==> config.mk <==
export PLATFORM = sky130hd
export DESIGN_NAME = alu_sliced_flat
export DESIGN_NICKNAME = d
export VERILOG_FILES = /design/src/rtl/alu_sliced_pkg.sv /design/src/rtl/alu_sliced_if.sv /design/src/rtl/alu_slice.sv /design/src/rtl/alu_sliced.sv /design/src/flat_wrapper.sv
export SDC_FILE = /design/constraint.sdc
export NUM_CORES = 1
export LEC_CHECK = 0
export ABC_AREA = 1
export BUFFER_PORTS_ARGS = -buffer_cell sky130_fd_sc_hd__buf_2
export CORE_MARGIN = 8
export CORE_UTILIZATION = 30
export DETAILED_ROUTE_END_ITERATION = 8
export PLACE_DENSITY = 0.59
export SYNTH_ARGS = -nofsm -noshare
export SYNTH_HDL_FRONTEND = slang
export SYNTH_HIERARCHICAL = 1
export SYNTH_SLANG_ARGS = --single-unit
==> constraint.sdc <==
create_clock -name clk -period 4.4 [get_ports clk]
set_input_delay 0.44 -clock clk [delete_from_list [all_inputs] [get_ports clk]]
set_output_delay 0.44 -clock clk [all_outputs]
set_load 0.02 [all_outputs]
==> src/rtl/alu_sliced_pkg.sv <==
// Shared ALU types: command encoding, per-slice control, result flags and FSM states.
package alu_sliced_pkg;

  typedef enum logic [2:0] {
    ALU_ADD, ALU_SUB, ALU_COMP, ALU_AND, ALU_OR, ALU_XOR, ALU_XNOR, ALU_RSHFT
  } alu_cmd_t;

  typedef struct packed {
    logic     b_inv;
    logic     cin;
    alu_cmd_t cmd;
  } alu_slice_ctrl_t;

  typedef struct packed {
    logic carry_out;
    logic zero;
    logic all_ones;
  } alu_flags_t;

  typedef enum logic [1:0] {ST_IDLE, ST_RUN, ST_DONE} alu_state_t;

  function automatic logic is_arith(alu_cmd_t cmd);
    return (cmd == ALU_ADD) || (cmd == ALU_SUB) || (cmd == ALU_COMP);
  endfunction

  // SUB and COMP override the caller's invert/carry; logic ops never use a carry.
  function automatic alu_slice_ctrl_t eff_ctrl(alu_cmd_t cmd, logic b_inv, logic carry_in);
    alu_slice_ctrl_t c;
    c.cmd   = cmd;
    c.b_inv = b_inv;
    c.cin   = 1'b0;
    case (cmd)
      ALU_ADD:   c.cin = carry_in;
      ALU_SUB:   begin c.b_inv = 1'b1; c.cin = 1'b1; end
      ALU_COMP:  begin c.b_inv = 1'b1; c.cin = 1'b0; end
      ALU_RSHFT: c.cin = carry_in;
      default:   c.cin = 1'b0;
    endcase
    return c;
  endfunction

endpackage

==> src/rtl/alu_sliced_if.sv <==
// Operand/result handshake bundle between operand fetch, the sliced ALU and writeback.
interface alu_sliced_if
  import alu_sliced_pkg::*;
#(
  parameter int DATA_W = 32
);
  logic              in_valid;
  logic              in_ready;
  alu_cmd_t          cmd;
  logic              b_inv;
  logic              carry_in;
  logic              carry_disable;
  logic [DATA_W-1:0] d1;
  logic [DATA_W-1:0] d2;
  logic              out_valid;
  logic              out_ready;
  logic [DATA_W-1:0] res;
  logic              carry_out;
  logic              zero;
  logic              all_ones;

  modport master (
    output in_valid, cmd, b_inv, carry_in, carry_disable, d1, d2, out_ready,
    input  in_ready, out_valid, res, carry_out, zero, all_ones
  );

  modport slave (
    input  in_valid, cmd, b_inv, carry_in, carry_disable, d1, d2, out_ready,
    output in_ready, out_valid, res, carry_out, zero, all_ones
  );
endinterface

==> src/rtl/alu_slice.sv <==
// Combinational SLICE_W-bit ALU datapath; in lane mode the slice takes its own carry from ctrl.
module alu_slice
  import alu_sliced_pkg::*;
#(
  parameter int SLICE_W = 16
) (
  input  logic [SLICE_W-1:0] a,
  input  logic [SLICE_W-1:0] b,
  input  logic               cin,
  input  logic               lane,
  input  alu_slice_ctrl_t    ctrl,
  output logic [SLICE_W-1:0] res,
  output logic               cout
);
  logic [SLICE_W-1:0] bb;
  logic               c;
  logic [SLICE_W:0]   sum;
  logic [SLICE_W:0]   shifted;

  assign bb      = ctrl.b_inv ? ~b : b;
  assign c       = lane ? ctrl.cin : cin;
  assign sum     = {1'b0, a} + {1'b0, bb} + {{SLICE_W{1'b0}}, c};
  assign shifted = {c, bb};

  always_comb begin
    res  = sum[SLICE_W-1:0];
    cout = 1'b0;
    case (ctrl.cmd)
      ALU_ADD, ALU_SUB, ALU_COMP: begin
        res  = sum[SLICE_W-1:0];
        cout = sum[SLICE_W];
      end
      ALU_AND:  res = a & bb;
      ALU_OR:   res = a | bb;
      ALU_XOR:  res = a ^ bb;
      ALU_XNOR: res = ~(a ^ bb);
      // The LSB leaving this slice is the bit entering the slice below.
      ALU_RSHFT: begin
        res  = shifted[SLICE_W:1];
        cout = bb[0];
      end
      default: res = sum[SLICE_W-1:0];
    endcase
  end
endmodule

==> src/rtl/alu_sliced.sv <==
// Multi-cycle ALU: one slice per clock through a shared alu_slice, carry held between slices.
module alu_sliced
  import alu_sliced_pkg::*;
#(
  parameter int DATA_W  = 32,
  parameter int SLICE_W = 16
) (
  input logic         clk,
  input logic         rst,
  alu_sliced_if.slave bus
);
  localparam int NSLICES = DATA_W / SLICE_W;
  localparam int IDX_W   = (NSLICES > 1) ? $clog2(NSLICES) : 1;
  localparam logic [IDX_W-1:0]  LAST       = IDX_W'(NSLICES - 1);
  localparam logic [DATA_W-1:0] SLICE_MASK = DATA_W'({SLICE_W{1'b1}});

  if (SLICE_W < 1 || NSLICES < 1 || (DATA_W % SLICE_W) != 0) begin : g_bad_width
    $error("alu_sliced: DATA_W must be a non-zero multiple of SLICE_W");
  end

  alu_state_t        state, state_next;
  logic [IDX_W-1:0]  idx, pos;
  alu_slice_ctrl_t   ctrl_r, acc_ctrl;
  logic              lane_r, carry_r, zero_acc, ones_acc;
  logic [DATA_W-1:0] d1_r, d2_r, work_r, work_next, res_r;
  alu_flags_t        flags_r;
  logic              accept, last, carry_final;
  logic [31:0]       sh;
  logic [SLICE_W-1:0] a_s, b_s, res_s;
  logic              cout_s;

  assign bus.in_ready = !rst && (state == ST_IDLE || (state == ST_DONE && bus.out_ready));
  assign accept       = bus.in_valid && bus.in_ready;
  assign acc_ctrl     = eff_ctrl(bus.cmd, bus.b_inv, bus.carry_in);
  assign last         = (idx == LAST);

  // Shifts walk from the top slice down so the carry register carries the shifted-out bit.
  assign pos       = (ctrl_r.cmd == ALU_RSHFT) ? LAST - idx : idx;
  assign sh        = 32'(pos) * SLICE_W;
  assign a_s       = SLICE_W'(d1_r >> sh);
  assign b_s       = SLICE_W'(d2_r >> sh);
  assign work_next = (work_r & ~(SLICE_MASK << sh)) | (DATA_W'(res_s) << sh);
  assign carry_final = is_arith(ctrl_r.cmd) && !lane_r && cout_s;

  alu_slice #(.SLICE_W(SLICE_W)) u_slice (
    .a    (a_s),
    .b    (b_s),
    .cin  (carry_r),
    .lane (lane_r),
    .ctrl (ctrl_r),
    .res  (res_s),
    .cout (cout_s)
  );

  always_comb begin
    state_next = state;
    case (state)
      ST_IDLE: if (accept) state_next = ST_RUN;
      ST_RUN:  if (last) state_next = ST_DONE;
      ST_DONE: if (bus.out_ready) state_next = accept ? ST_RUN : ST_IDLE;
      default: state_next = ST_IDLE;
    endcase
  end

  always_ff @(posedge clk) begin
    if (rst) begin
      state   <= ST_IDLE;
      idx     <= '0;
      carry_r <= 1'b0;
      res_r   <= '0;
      flags_r <= '0;
    end else begin
      state <= state_next;
      if (accept) begin
        idx     <= '0;
        carry_r <= acc_ctrl.cin;
      end else if (state == ST_RUN) begin
        idx     <= last ? '0 : idx + 1'b1;
        carry_r <= cout_s;
        if (last) begin
          res_r             <= work_next;
          flags_r.carry_out <= carry_final;
          flags_r.zero      <= zero_acc & ~|res_s;
          flags_r.all_ones  <= ones_acc & (&res_s);
        end
      end
    end
  end

  // Operand and accumulation registers need no reset: accept reinitialises them.
  always_ff @(posedge clk) begin
    if (accept) begin
      ctrl_r   <= acc_ctrl;
      lane_r   <= bus.carry_disable;
      d1_r     <= bus.d1;
      d2_r     <= bus.d2;
      zero_acc <= 1'b1;
      ones_acc <= 1'b1;
    end else if (state == ST_RUN) begin
      work_r   <= work_next;
      zero_acc <= zero_acc & ~|res_s;
      ones_acc <= ones_acc & (&res_s);
    end
  end

  assign bus.out_valid = (state == ST_DONE);
  assign bus.res       = res_r;
  assign bus.carry_out = flags_r.carry_out;
  assign bus.zero      = flags_r.zero;
  assign bus.all_ones  = flags_r.all_ones;
endmodule

==> src/flat_wrapper.sv <==
// flat-port wrapper written by rule: the top's interface ports become plain ports
module alu_sliced_flat import alu_sliced_pkg::*;
#(
  parameter int DATA_W  = 32,
  parameter int SLICE_W = 16
)
  (clk, rst, bus_in_valid, bus_cmd, bus_b_inv, bus_carry_in, bus_carry_disable, bus_d1, bus_d2, bus_out_ready, bus_in_ready, bus_out_valid, bus_res, bus_carry_out, bus_zero, bus_all_ones);
  alu_sliced_if #(.DATA_W(DATA_W)) bus_i ();
  input logic clk;
  input logic rst;
  input wire logic [$bits(bus_i.in_valid)-1:0] bus_in_valid;
  input wire logic [$bits(bus_i.cmd)-1:0] bus_cmd;
  input wire logic [$bits(bus_i.b_inv)-1:0] bus_b_inv;
  input wire logic [$bits(bus_i.carry_in)-1:0] bus_carry_in;
  input wire logic [$bits(bus_i.carry_disable)-1:0] bus_carry_disable;
  input wire logic [$bits(bus_i.d1)-1:0] bus_d1;
  input wire logic [$bits(bus_i.d2)-1:0] bus_d2;
  input wire logic [$bits(bus_i.out_ready)-1:0] bus_out_ready;
  output wire logic [$bits(bus_i.in_ready)-1:0] bus_in_ready;
  output wire logic [$bits(bus_i.out_valid)-1:0] bus_out_valid;
  output wire logic [$bits(bus_i.res)-1:0] bus_res;
  output wire logic [$bits(bus_i.carry_out)-1:0] bus_carry_out;
  output wire logic [$bits(bus_i.zero)-1:0] bus_zero;
  output wire logic [$bits(bus_i.all_ones)-1:0] bus_all_ones;
  assign bus_i.in_valid = bus_in_valid;
  assign bus_i.cmd = bus_cmd;
  assign bus_i.b_inv = bus_b_inv;
  assign bus_i.carry_in = bus_carry_in;
  assign bus_i.carry_disable = bus_carry_disable;
  assign bus_i.d1 = bus_d1;
  assign bus_i.d2 = bus_d2;
  assign bus_i.out_ready = bus_out_ready;
  assign bus_in_ready = bus_i.in_ready;
  assign bus_out_valid = bus_i.out_valid;
  assign bus_res = bus_i.res;
  assign bus_carry_out = bus_i.carry_out;
  assign bus_zero = bus_i.zero;
  assign bus_all_ones = bus_i.all_ones;
  alu_sliced #(.DATA_W(DATA_W), .SLICE_W(SLICE_W)) u_core (.clk(clk), .rst(rst), .bus(bus_i));
endmodule
# Word level (Yosys, flattened, before mapping)
# Index checks and enable logic that the tools add are counted.
# W data, S select, Z words.
# totals
regBits,143
input_bits,74
# op_classes
addsub,4
bitwise,11
n_eq_ne,15
n_reduce_logical,24
n_mux,14
n_shift,4
# op_table
cell,n
$pmux W16 S6,1
$shr A32 B5 Y16,2
$and A32 B32 Y32,1
$not A16 Y16,2
$not A32 Y32,1
$or A32 B32 Y32,1
$shl A16 B5 Y32,1
$shl A16 B5 Y32 const A,1
$add A16 B16 Y17,1
$add A17 B1 Y17,1
$and A16 B16 Y16,1
$mux W16,1
$or A16 B16 Y16,1
$reduce_and A16 Y1,1
$reduce_or A16 Y1,1
$xor A16 B16 Y16,1
$eq A3 B3 Y1 const B,5
$eq A3 B2 Y1 const B,3
$eq A3 B1 Y1 const B,2
$logic_not A3 Y1,2
$mux W1,6
$mux W2,3
$pmux W2 S3,1
$reduce_and A3 Y1,2
17 further kinds,30

# Longest topological paths before layout
# Gate-level depths: netlist (run 1).
# logic_depth
word_depth,11
ltp_mapped,27
ltp_nobuf,26

# Hierarchy
# The synthesis (run 1) kept the hierarchy.
# by_module_without_submodules
mod,cells_per_inst,area_per_inst_um2,seq_area_each_um2,n_inst
alu_sliced,579,6017.0,3883.7,1
alu_slice,390,2110.8,0.0,1

# Least setup slack after synthesis (run 1)
# No wires, ideal clock.
# synth_timing
path_kind,register -> register
from,reg u_core/ctrl_r[2] in the netlist's numbering
to,reg u_core.ones_acc
t_arrival_ns,3.274
synth_period_minus_slack_ns,3.398
required_time_ns,4.277
slack_ns,1.002
n_path_buf,2
stages_incl_launch_ff,22
cell_sequence,edfxtp_1 -> nand4_2 -> buf_6 -> clkbuf_1 -> nand3_1 -> nand2_1 -> xnor2_1 -> fa_1 -> fa_1 -> inv_1 -> nand4_1 -> nand2_1 -> nand2_1 -> nand3_1 -> nand2_1 -> nand2_1 -> nand2_1 -> inv_1 -> nor2_1 -> nand3_1 -> nor2_1 -> or2_2
# synth_between
elab_chain_cells,10
# synth_rtl
item,line_no,rtl
start: declaration,alu_sliced.sv:23,"alu_slice_ctrl_t ctrl_r, acc_ctrl;"
start signal: assignment,alu_sliced.sv:93,ctrl_r <= acc_ctrl;
$eq A3 B3 Y1 (*),alu_sliced.sv:38,assign pos = (ctrl_r.cmd == ALU_RSHFT) ? LAST - idx : idx;
$mux W1 (*),alu_sliced.sv:38,
$shr A32 B5 Y16 (*),alu_sliced.sv:41,assign b_s = SLICE_W'(d2_r >> sh);
net u_core.b_s[0],alu_sliced.sv:29,"logic [SLICE_W-1:0] a_s, b_s, res_s;"
$not A16 Y16,alu_slice.sv:20,assign bb = ctrl.b_inv ? ~b : b;
$mux W16 (*),alu_slice.sv:20,
$add A16 B16 Y17 (*),alu_slice.sv:22,"assign sum = {1'b0, a} + {1'b0, bb} + {{SLICE_W{1'b0}}, c};"
$add A17 B1 Y17 (*),alu_slice.sv:22,
$pmux W16 S6 (*),alu_slice.sv:28,case (ctrl.cmd)
net u_core.res_s[10],alu_sliced.sv:29,
$reduce_and A16 Y1 (*),alu_sliced.sv:102,ones_acc <= ones_acc & (&res_s);
$and A1 B1 Y1 (*),alu_sliced.sv:102,
end signal: assignment,alu_sliced.sv:102,
end: declaration,alu_sliced.sv:24,"logic lane_r, carry_r, zero_acc, ones_acc;"
# The timed path passes the listed nets; every way through them passes the cells marked *.
# A chain may end at the register's enable or synchronous reset.

# Worst setup path in the final report (run 1)
# Ends and elaborated chain as after synthesis.

==> run summary, run 1 <==
Register area share after synthesis: 47.8%
Hold EP: u_core/d1_r[3]
Initial DRC count: 390
Worst-path clk slew: 0.07 ns
Seq pwr share: 40.4%
Post-Route Hold Slack: 0.184 ns
Final Hold Vio Count: 0
Worst EP required: 4.71 ns
Post CTS Setup Buffer Count: 0
Max-slew violations: 0
Synth Area per Inst: 8.39 µm²
Most used DFF post-synth: edfxtp_1
Max_slew headroom: 40.4%
Worst min path class: primary input to flop
Ports: 111
Period utilization: 88.3%
Core area: 0.0268 mm²
H-tree depth: 4
Synthesized flop and latch total: 143
Clk_skew: 0.0154 ns
Hold Startpoint: bus_d1[3]
Critical path's top delay family: simple AND/OR/NAND/NOR gates
Port Buf Inserts: 110
NetSw: 0.00120 W
Maximum vdd drop: 0.210 mV
Vias in the first global route: 6408
Worst r2r src: u_core/ctrl_r[2]
P&R area growth vs syn: 16.9%
Highest-count cells in the layout ignoring fill and taps: nand2_1, inv_1, buf_2
Pleak: 4.60 nW
Setup crit end kind: flop
Placed Area: 0.00888 mm²
WP buf/inv: 1
Commonest non-fill, non-tap cell in the layout: nand2_1
Number of library cell types mapped by synthesis: 40
Finished Layout Cells: 1422
Synth warn: 6
Grt total ovfl: 0
Cell Area, Synth: 0.00813 mm²
Antenna violations before repair: 0
Worst path slowest cell: edfxtp_1
Overall Power: 0.00385 W
Fin area: 0.00950 mm²
Dpl hpwl: 15600 µm
RSZ-0062 raised after global routing: no
Nets: 1176
Clk sink count: 143
Layout cells sized above 1: 17.0%
Post-Syn Instances: 969
Placed cell count: 1390
Routed vias/inst: 4.67
Synthesized Nets: 1077
Via count: 6641
Diodes inserted: 0
Die Span Y: 181 µm
Reg-to-reg setup timing slack: 0.51 ns
Largest net degree at the start of global routing: 67
First-pass GRT wire length: 34000 µm
Post-synth ARST share: 0%
Largest cells by area after synthesis: edfxtp_1, nand2_1, dfxtp_1
Endpoints failing setup: 0
Die Wd: 181 µm
DRC errors left: 0
Clock Tree Root: clkbuf_16
Avg WL per Cell: 15.2 µm
Worst Tran Pin Value: 0.892 ns
Clock Latency Late Sink: 0.43 ns
Setup Crit Path Kind: flop to flop
Max stage delay on crit path: 0.60 ns
Max-capacitance violation count: 0
CP arrival: 4.20 ns
Tmin final: 3.89 ns
Combinational share of power: 21.0%
Outcome: completed
CTS tree: built
Post-CTS sizing: 0
Antenna-violating nets left: 0
Cts bufs inserted: 17
Std cell rows: 60
R2R depth: 18
Die area: 0.0326 mm²
Initial core utilization: 30.3%
RR Endpoint: u_core/ones_acc
Sw Ratio: 31.2%
Cell-internal power: 0.00265 W
Detailed-router iteration count before antenna repair: 6
Clock network fraction of design power: 38.7%
Post-synth top area cell: edfxtp_1
Setup_tns: 0 ns
Post-synth EDFFs: 102
Peak Freq: 257 MHz
GR Util All Layers: 13.1%
CTS Hold Bufs: 0
Clock Tree Buf Depth: 2
Setup crit start kind: flop
P per Cell Area: 406 mW/mm²
WHS Path Cells: 1
CP Max Fanout: 32
Routability Congestion: 0.894
Yosys top cell area share: 37.7%
Crit-path cells: nand3_2 > nand2_4 > nand2_4 > nand2_1 > nand2_1 > xnor2_1 > fa_1 > fa_1 > inv_1 > nand3_1 > nand3_1 > a21oi_1 > nand3b_1 > nand2_1 > nor2_1 > nand3_1 > nor2_1 > or2_2
Routed wire length: 21600 µm
==> Yosys cell counts, types with 2 or more instances <==
cell type and instances:
buf_2 18, nand3_1 107, a211oi_1 8, or2_2 2
nand2_1 312, nor2_1 37, dfxtp_1 41, fa_1 2
o211ai_1 3, inv_2 5, o21ai_0 14, buf_4 6
nor2_4 3, buf_8 3, xor2_1 11, inv_1 132
clkbuf_1 3, o22ai_1 26, nand3_2 15, xnor2_1 2
nor3_1 7, buf_6 8, ha_1 32, nand2_4 2
nand4_1 4, a21oi_1 17, or2_0 4, o21a_1 32
edfxtp_1 102
==> registers in the layout, summed over array words and instances, names as in the netlist <==
| name | count |
|---|---|
| u_core/idx | 1 |
| u_core/state | 2 |
| u_core/d2_r | 32 |
| u_core/bus.zero | 1 |
| u_core/work_r | 32 |
| u_core/bus.all_ones | 1 |
| u_core/ctrl_r | 5 |
| u_core/lane_r | 1 |
| u_core/d1_r | 32 |
| u_core/bus.res | 32 |
| u_core/carry_r | 1 |
| u_core/zero_acc | 1 |
| u_core/bus.carry_out | 1 |
| u_core/ones_acc | 1 |
==> final cells by class <==
type	count	area [µm²]
flip-flops and latches	143	3880
clock inverters	13	139
inverters	137	514
clock buffers	19	475
well taps	341	427
repair buffers	120	626
fillers	2788	17300
multi-input cells	649	3430
==> worst register-to-register path, stage by stage (launching register included) <==
cell and delay, ns:
edfxtp_1 0.60, nand3_2 0.15, nand2_4 0.31, nand2_4 0.18
nand2_1 0.10, nand2_1 0.06, xnor2_1 0.18, fa_1 0.46
fa_1 0.42, inv_1 0.09, nand3_1 0.07, nand3_1 0.15
a21oi_1 0.08, nand3b_1 0.36, nand2_1 0.14, nor2_1 0.06
nand3_1 0.07, nor2_1 0.05, or2_2 0.27
==> worst max-delay path by stage <==
stage	depth (start not counted)	endpoint	slack, ns	from
global placement	24	u_core/ones_acc	0.60	u_core/ctrl_r[2]
floorplan	21	u_core/ones_acc	1.00	u_core/ctrl_r[2]
detailed placement	19	u_core/ones_acc	0.55	u_core/ctrl_r[2]
CTS	23	u_core/bus.all_ones	0.53	u_core/ctrl_r[2]
global route	26	u_core/bus.all_ones	0.08	u_core/ctrl_r[2]
finish	18	u_core/ones_acc	0.51	u_core/ctrl_r[2]
==> stage by stage <==
| step | util [%] | setup WS [ns] |
|---|---|---|
| after detailed placement | 33.1 | 0.546 |
| after floorplan | - | 1.00 |
| after CTS | 35.4 | 0.532 |
| final | 35.4 | 0.515 |
| after global routing | 35.4 | 0.0762 |
| after global placement | 33.1 | 0.599 |
==> power by group through the flow <==
stage / Sequential, W / Clock (W) / Combinational, W
global route: 0.00156 / 0.00158 / 0.000906
finish: 0.00155 / 0.00149 / 0.000809
detailed placement: 0.00158 / 0 / 0.000800
CTS: 0.00155 / 0.00153 / 0.000804
floorplan: 0.00159 / 0 / 0.000576
global placement: 0.00158 / 0 / 0.000793
==> routing by layer <==
layer  part of all wire [%]  global-route usage, %  up-vias  routed length (µm)
met5                      0                      0        -                   0
met4                    2.1                   5.06        0                 460
met3                    5.9                   3.49       30                1270
met2                     44                   20.2      197                9460
met1                     48                   17.3     3037               10400
li1                       -                      -     3377                   -
==> cells by family (layout without fill, tap and decap cells) <==
group | after synthesis | count (layout) | share of synthesized area [%]
AO/OA/AOI/OAI | 104 | 104 | 8.37
XOR/XNOR | 13 | 13 | 1.40
adder cells (fa/ha/maj) | 34 | 34 | 5.42
buffers and inverters | 177 | 289 | 10.1
flip-flops | 143 | 143 | 47.8
AND/OR/NAND/NOR | 498 | 498 | 26.9
Note: power is estimated with default switching activity, not from simulation.
==> inputs of run 2 (changes only) <==
--- a/config.mk
+++ b/config.mk
@@ -7,6 +7,7 @@
 export LEC_CHECK = 0
 export ABC_AREA = 1
 export BUFFER_PORTS_ARGS = -buffer_cell sky130_fd_sc_hd__buf_2
+export CORE_ASPECT_RATIO = 0.5
 export CORE_MARGIN = 8
 export CORE_UTILIZATION = 30
 export DETAILED_ROUTE_END_ITERATION = 8
==> run 2 against run 1 <==
Compared with the run above:
- core utilization is 0.76 points higher
- flip-flop and latch count did not move
- routed wire length is 9.0% higher
- via count grew 0.99%
- hold slack got worse by 0.0024 ns
- largest cell class unchanged
==> run summary, run 2 (synthesized netlist as in run 1, its figures left out) <==
Pleak: 4.65 nW (+1.1%)
P per Cell Area: 406 mW/mm² (+0.14%)
Commonest non-fill, non-tap cell in the layout: nand2_1
Setup crit end: u_core/bus.all_ones
Ports: 111 (unchanged)
FILL cells: 2696 (-3.3%)
Worst-path clk slew: 0.06 ns (about the same)
Clock Tree Root: clkbuf_16
Port Buf Inserts: 110 (unchanged)
Placed cell count: 1402 (+0.86%)
Setup Crit Path Kind: flop to flop
Cts bufs inserted: 17 (unchanged)
Via count: 6707 (+0.99%)
CP arrival: 4.38 ns (+0.18 ns)
Die Span Y: 132 µm (-27%)
Endpoints failing setup: 0 (unchanged)
Std cell rows: 42 (-30%)
Finished Layout Cells: 1438 (+1.1%)
RR Endpoint: u_core/bus.all_ones
Diodes inserted: 0 (unchanged)
P&R area growth vs syn: 18.2%
Critical Path Source: u_core/ctrl_r[2]
DRC errors left: 0 (unchanged)
Reg-to-reg setup timing slack: 0.39 ns (-0.12 ns)
Routed vias/inst: 4.66 (-0.13%)
Antenna-violating nets left: 0 (unchanged)
Initial core utilization: 30.6% (+0.30 points)
Maximum vdd drop: 0.257 mV (+22%)
Routed wire length: 23500 µm (+9.0%)
Worst Tran Pin Value: 1.18 ns (+0.288 ns)
Peak Freq: 250 MHz (-3.1%)
Period utilization: 91.1% (+2.8 points)
Clk_skew: 0.00978 ns (-0.00558 ns)
Vias in the first global route: 6708 (+4.7%)
CTS tree: built
Worst min path class: primary input to flop
Worst r2r src: u_core/ctrl_r[2]
GR Util All Layers: 14.0% (+0.88 points)
Initial DRC count: 464 (+19%)
Die area: 0.0329 mm² (+0.98%)
R2R depth: 21 (+3)
Highest-count cells in the layout ignoring fill and taps: nand2_1, inv_1, buf_2
H-tree depth: 4 (unchanged)
Nets: 1181 (+0.43%)
Clk sink count: 143 (unchanged)
Max-slew violations: 0 (unchanged)
Tmin final: 4.01 ns (+0.122 ns)
Antenna violations before repair: 2 (+2)
Final Util: 36.2% (+0.76 points)
Detailed-router iteration count before antenna repair: 5 (-1)
Avg WL per Cell: 16.3 µm (+7.8%)
Setup crit end kind: flop
Max-capacitance violation count: 0 (unchanged)
Setup_tns: 0 ns (unchanged)
First-pass GRT wire length: 36500 µm (+7.4%)
CP Max Fanout: 18 (-44%)
Core area: 0.0265 mm² (-0.98%)
Die Wd: 249 µm (+38%)
Outcome: completed
Largest net degree at the start of global routing: 66 (-1.5%)
Worst EP required: 4.77 ns (+0.06 ns)
Clock Latency Late Sink: 0.43 ns (about the same)
Grt total ovfl: 0 (unchanged)
Final Hold Vio Count: 0 (unchanged)
Clock Tree Buf Depth: 2 (unchanged)
Routability Congestion: 0.971 (+8.7%)
Setup crit start kind: flop
Max_slew headroom: 21.2% (-19 points)
Dpl hpwl: 17400 µm (+11%)
Layout cells sized above 1: 17.6% (+0.57 points)
run 2: cell types whose count changed in the layout (fill, tap and decap cells not counted), sizes merged:
cell | before | now
buf | 120 | 124
bufinv | 1 | 3
inv | 145 | 143
clkbuf | 19 | 20
clkinvlp | 1 | 0
nand4 | 5 | 6
run 2: metal layers:
layer  track usage (%)  vias to the layer above  part of all wire [%]
met3              3.60                       33                   5.6
met5                 0                        -                 0.098
li1                  -                     3375                     -
met1              17.5                     3127                    45
met2              23.1                      168                    47
met4              5.14                        4                   2.0
run 2: how the worst min path moves through the flow:
| stage | depth (start not counted) | startpoint | endpoint | slack, ns |
|---|---|---|---|---|
| after floorplan | 2 | u_core/zero_acc | u_core/zero_acc | 0.44 |
| final | 1 | bus_d1[14] | u_core/d1_r[14] | 0.18 |
| after global placement | 2 | u_core/zero_acc | u_core/zero_acc | 0.46 |
| after global routing | 1 | bus_d1[31] | u_core/d1_r[31] | 0.16 |
| after detailed placement | 2 | u_core/zero_acc | u_core/zero_acc | 0.48 |
| after CTS | 1 | bus_d1[14] | u_core/d1_r[14] | 0.16 |
run 2: layout make-up:
class,count,area (µm²),area share (%)
flip-flops and latches,143,3880,40.4
multi-input cells,650,3480,36.2
repair buffers,124,672,6.99
inverters,137,514,5.35
clock buffers,20,468,4.87
well taps,352,440,4.58
clock inverters,12,151,1.58
run 2: timing repair:
item | 4_1_cts | 5_1_grt
hold buffers | 0 | 0
gates resized for setup | 0 | 5
endpoints found under the setup margin | 0 | 3
buffers inserted | 0 | 3
run 2: critical path, stage by stage, from the launching register on:
cell      delay, ns
edfxtp_1       0.52
buf_4          0.20
nand3_2        0.10
nand2_4        0.24
buf_4          0.27
nand3_1        0.09
nand2_1        0.09
xnor2_1        0.12
fa_1           0.48
fa_1           0.43
inv_1          0.09
nand4_1        0.09
nand2_1        0.16
xor2_1         0.18
nand2_1        0.08
nand2_1        0.28
nand2_1        0.09
nor2_1         0.09
nand3_1        0.07
nor2_1         0.14
nor2_1         0.05
nor2_1         0.07
run 2: through the flow:
stage               setup WS [ns]  instance area, µm²  total power, W  hold WS (ns)
floorplan                    1.00                8130         0.00216         0.443
finish                      0.392                9610         0.00390         0.182
global placement            0.458                8920         0.00240         0.461
global route             -0.00342                9610         0.00410         0.160
detailed placement          0.436                8920         0.00240         0.482
CTS                         0.419                9540         0.00392         0.160
run 2: power by group:
group	internal, W	switching (W)
combinational	0.000263	0.000568
sequential	0.00153	0.0000281
clock	0.000943	0.000569
==> inputs of run 3 (changes only) <==
--- a/config.mk
+++ b/config.mk
@@ -14,5 +14,4 @@
 export PLACE_DENSITY = 0.59
 export SYNTH_ARGS = -nofsm -noshare
 export SYNTH_HDL_FRONTEND = slang
-export SYNTH_HIERARCHICAL = 1
 export SYNTH_SLANG_ARGS = --single-unit
==> run 3 against run 2 <==
Compared with the run above:
- hold slack about the same
- global-route usage up 0.13 points
- non-clock buffer count up 32
- synthesized cell count down 5.7%
- cell count down 1.4%
- routed wire length down 6.0%
- count of clock-buffer cells in the layout down 1
- clock skew about the same
- via count down 2.3%
- sequential power about the same
- cell area down 2.0%
- critical endpoint is now u_core.zero_acc
==> run summary, run 3 <==
Reg-to-reg setup timing slack: 0.49 ns (+0.09 ns)
Place WS: 0.271 ns (-0.165 ns)
Post-Syn Instances: 914 (-5.7%)
Worst path slowest cell: edfxtp_1
GR Util All Layers: 14.1% (+0.13 points)
Final Hold Vio Count: 0 (unchanged)
Pleak: 4.32 nW (-7.1%)
WP buf/inv: 2 (-1)
Top-count cell post-synth: nand2_1
Setup Crit Path Kind: flop to flop
Endpoints failing setup: 0 (unchanged)
Die area: 0.0312 mm² (-5.1%)
Setup_tns: 0 ns (unchanged)
P&R area growth vs syn: 22.8%
Clk_skew: 0.0101 ns (+0.000292 ns)
Setup crit end kind: flop
P per Cell Area: 396 mW/mm² (-2.4%)
Critical Path Source: u_core.ctrl_r[1]
DRC errors left: 0 (unchanged)
Die Wd: 242 µm (-2.7%)
CTS Hold Bufs: 0 (unchanged)
Dpl hpwl: 17000 µm (-2.6%)
Highest-count cells in the layout ignoring fill and taps: nand2_1, inv_1, buf_2
Routability Congestion: 0.896 (-7.8%)
Hold Startpoint: bus_d1[12]
Largest family of logic cells by synthesized area: simple AND/OR/NAND/NOR gates
H-tree depth: 4 (unchanged)
Worst EP required: 4.76 ns (about the same)
Most used DFF post-synth: edfxtp_1
Cts bufs inserted: 17 (unchanged)
Die Span Y: 129 µm (-2.5%)
Outcome: completed
Peak Freq: 255 MHz (+2.4%)
Antenna violations before repair: 0 (-2)
Clk sink count: 143 (unchanged)
Period utilization: 89.0% (-2.1 points)
Post-synth EDFFs: 102 (unchanged)
Antenna-violating nets left: 0 (unchanged)
CP arrival: 4.27 ns (-0.11 ns)
Post-synthesis mux area share: 0.522% (+0.52 points)
Synth Area in Simple Gates: 21.8% (-5.1 points)
Synthesized Nets: 1020 (-5.3%)
Largest cells by area after synthesis: edfxtp_1, nand2_1, dfxtp_1
First-pass GRT wire length: 34900 µm (-4.4%)
Initial core utilization: 30.5% (-0.11 points)
Finished Layout Cells: 1418 (-1.4%)
Ports: 111 (unchanged)
Clock Tree Root: clkbuf_16
Most frequent cells after synthesis: nand2_1, inv_1, edfxtp_1, o21ai_0, nor2_1
Yosys top cell area share: 39.9% (+2.3 points)
Avg WL per Cell: 15.6 µm (-4.7%)
Via count: 6555 (-2.3%)
Core area: 0.0251 mm² (-5.3%)
Critical path's top delay family: simple AND/OR/NAND/NOR gates
Initial DRC count: 480 (+3.4%)
Register area share after synthesis: 50.6% (+2.9 points)
Compound-Gate Fraction of Synth Area: 11.8% (+3.5 points)
Xor/xnor share of the synthesized area: 1.47% (+0.067 points)
Placed Area: 0.00886 mm² (-0.60%)
Synth warn: 0 (-6)
Clock Latency Late Sink: 0.43 ns (about the same)
CP Max Fanout: 9 (-9)
Max-capacitance violation count: 0 (unchanged)
Cell Area, Synth: 0.00767 mm² (-5.6%)
Vias in the first global route: 6543 (-2.5%)
Max_slew headroom: 22.5% (+1.3 points)
Diodes inserted: 0 (unchanged)
Worst min path class: primary input to flop
Clock Tree Buf Depth: 2 (unchanged)
CTS tree: built
Routed vias/inst: 4.62 (-0.89%)
Setup crit start kind: flop
Fin area: 0.00942 mm² (-2.0%)
Routed wire length: 22100 µm (-6.0%)
Detailed-router iteration count before antenna repair: 5 (unchanged)
Max stage delay on crit path: 0.51 ns (about the same)
Placed cell count: 1385 (-1.2%)
Worst r2r src: u_core.ctrl_r[1]
Post-synth ARST share: 0% (unchanged)
Std cell rows: 41 (-2.4%)
Nets: 1167 (-1.2%)
Fin worst setup slack: 0.486 ns (+0.0938 ns)
Synthesized flop and latch total: 143 (unchanged)
Synth Area per Inst: 8.39 µm² (about the same)
Worst Tran Pin Value: 1.16 ns (-0.0170 ns)
Post-Synth Adder-Cell Area: 5.32% (-0.10 points)
Number of library cell types mapped by synthesis: 46 (+15%)
Largest net degree at the start of global routing: 53 (-20%)
Tmin final: 3.91 ns (-0.0938 ns)
Max-slew violations: 0 (unchanged)
Maximum vdd drop: 0.187 mV (-27%)
Post-synth top area cell: edfxtp_1
RSZ-0062 raised after global routing: no
Grt total ovfl: 0 (unchanged)
Port Buf Inserts: 110 (unchanged)
Worst-path clk slew: 0.06 ns (about the same)
Commonest non-fill, non-tap cell in the layout: nand2_1
Layout cells sized above 1: 20.0% (+2.4 points)
-- run 3: cell count changes after synthesis, moves of 6 or more --
| cell | before | now |
|---|---|---|
| o21ai_0 | 14 | 88 |
| clkbuf_1 | 3 | 21 |
| nand2_2 | 1 | 8 |
| buf_2 | 18 | 3 |
| o22ai_1 | 26 | 9 |
| nand3_2 | 15 | 0 |
| buf_6 | 8 | 2 |
| or2_2 | 2 | 8 |
| nand2_1 | 312 | 226 |
| o21a_1 | 32 | 9 |
| nor2_1 | 37 | 70 |
| o21ai_1 | 0 | 11 |
| nand3_1 | 107 | 61 |
-- run 3: path summary, 6_finish.rpt --
check	endpoint	cells after the start
worst max-delay path	u_core.zero_acc	27
worst min-delay path	u_core.d1_r[12]	1
worst max register to register	u_core.zero_acc	27
worst min register to register	u_core.bus.res[31]	2
-- run 3: per-stage QoR --
| step | utilization [%] | power (W) | hold WS [ns] |
|---|---|---|---|
| after global placement | 35.3 | 0.00245 | 0.439 |
| after detailed placement | 35.3 | 0.00246 | 0.444 |
| after floorplan | - | 0.00212 | 0.472 |
| after CTS | 37.3 | 0.00375 | 0.156 |
| final | 37.5 | 0.00373 | 0.182 |
| after global routing | 37.5 | 0.00394 | 0.152 |
-- run 3: power breakdown --
part	total [W]	internal (W)	switching [W]
clock network	0.00129	0.000718	0.000573
logic	0.000890	0.000323	0.000567
registers	0.00155	0.00153	0.0000223
total	0.00373	0.00257	0.00116
-- run 3: cells by family (layout without fill, tap and decap cells) --
kind of cell               count (synthesis)  in the layout
AOI/OAI and AO/OA                        162            162
xor gates and xnor gates                  12             12
adders and majority gates                 32             32
buffers and inverters                    166            326
DFF                                      143            143
muxes                                      4              4
and+or+nand+nor                          395            395
-- run 3: layout make-up --
cell class	count	area [µm²]
Fill cell	2571	15700
Sequential cell	143	3880
Multi-Input combinational cell	605	3160
Timing Repair Buffer	156	900
Inverter	138	518
Clock buffer	19	433
Tap cell	344	430
Clock inverter	13	91.3
-- run 3: timing repair --
| item | CTS | global route |
|---|---|---|
| buffers inserted | 0 | 1 |
| endpoints found under the setup margin | 0 | 19 |
| gates resized for setup | 0 | 7 |
-- run 3: metal layers --
layer	global-route usage (%)	up-vias	share of wire (%)
met2	23.7	164	47
met1	18.2	3056	47
met3	2.92	28	4.5
met4	4.80	0	1.8
met5	0	-	0
li1	-	3307	-
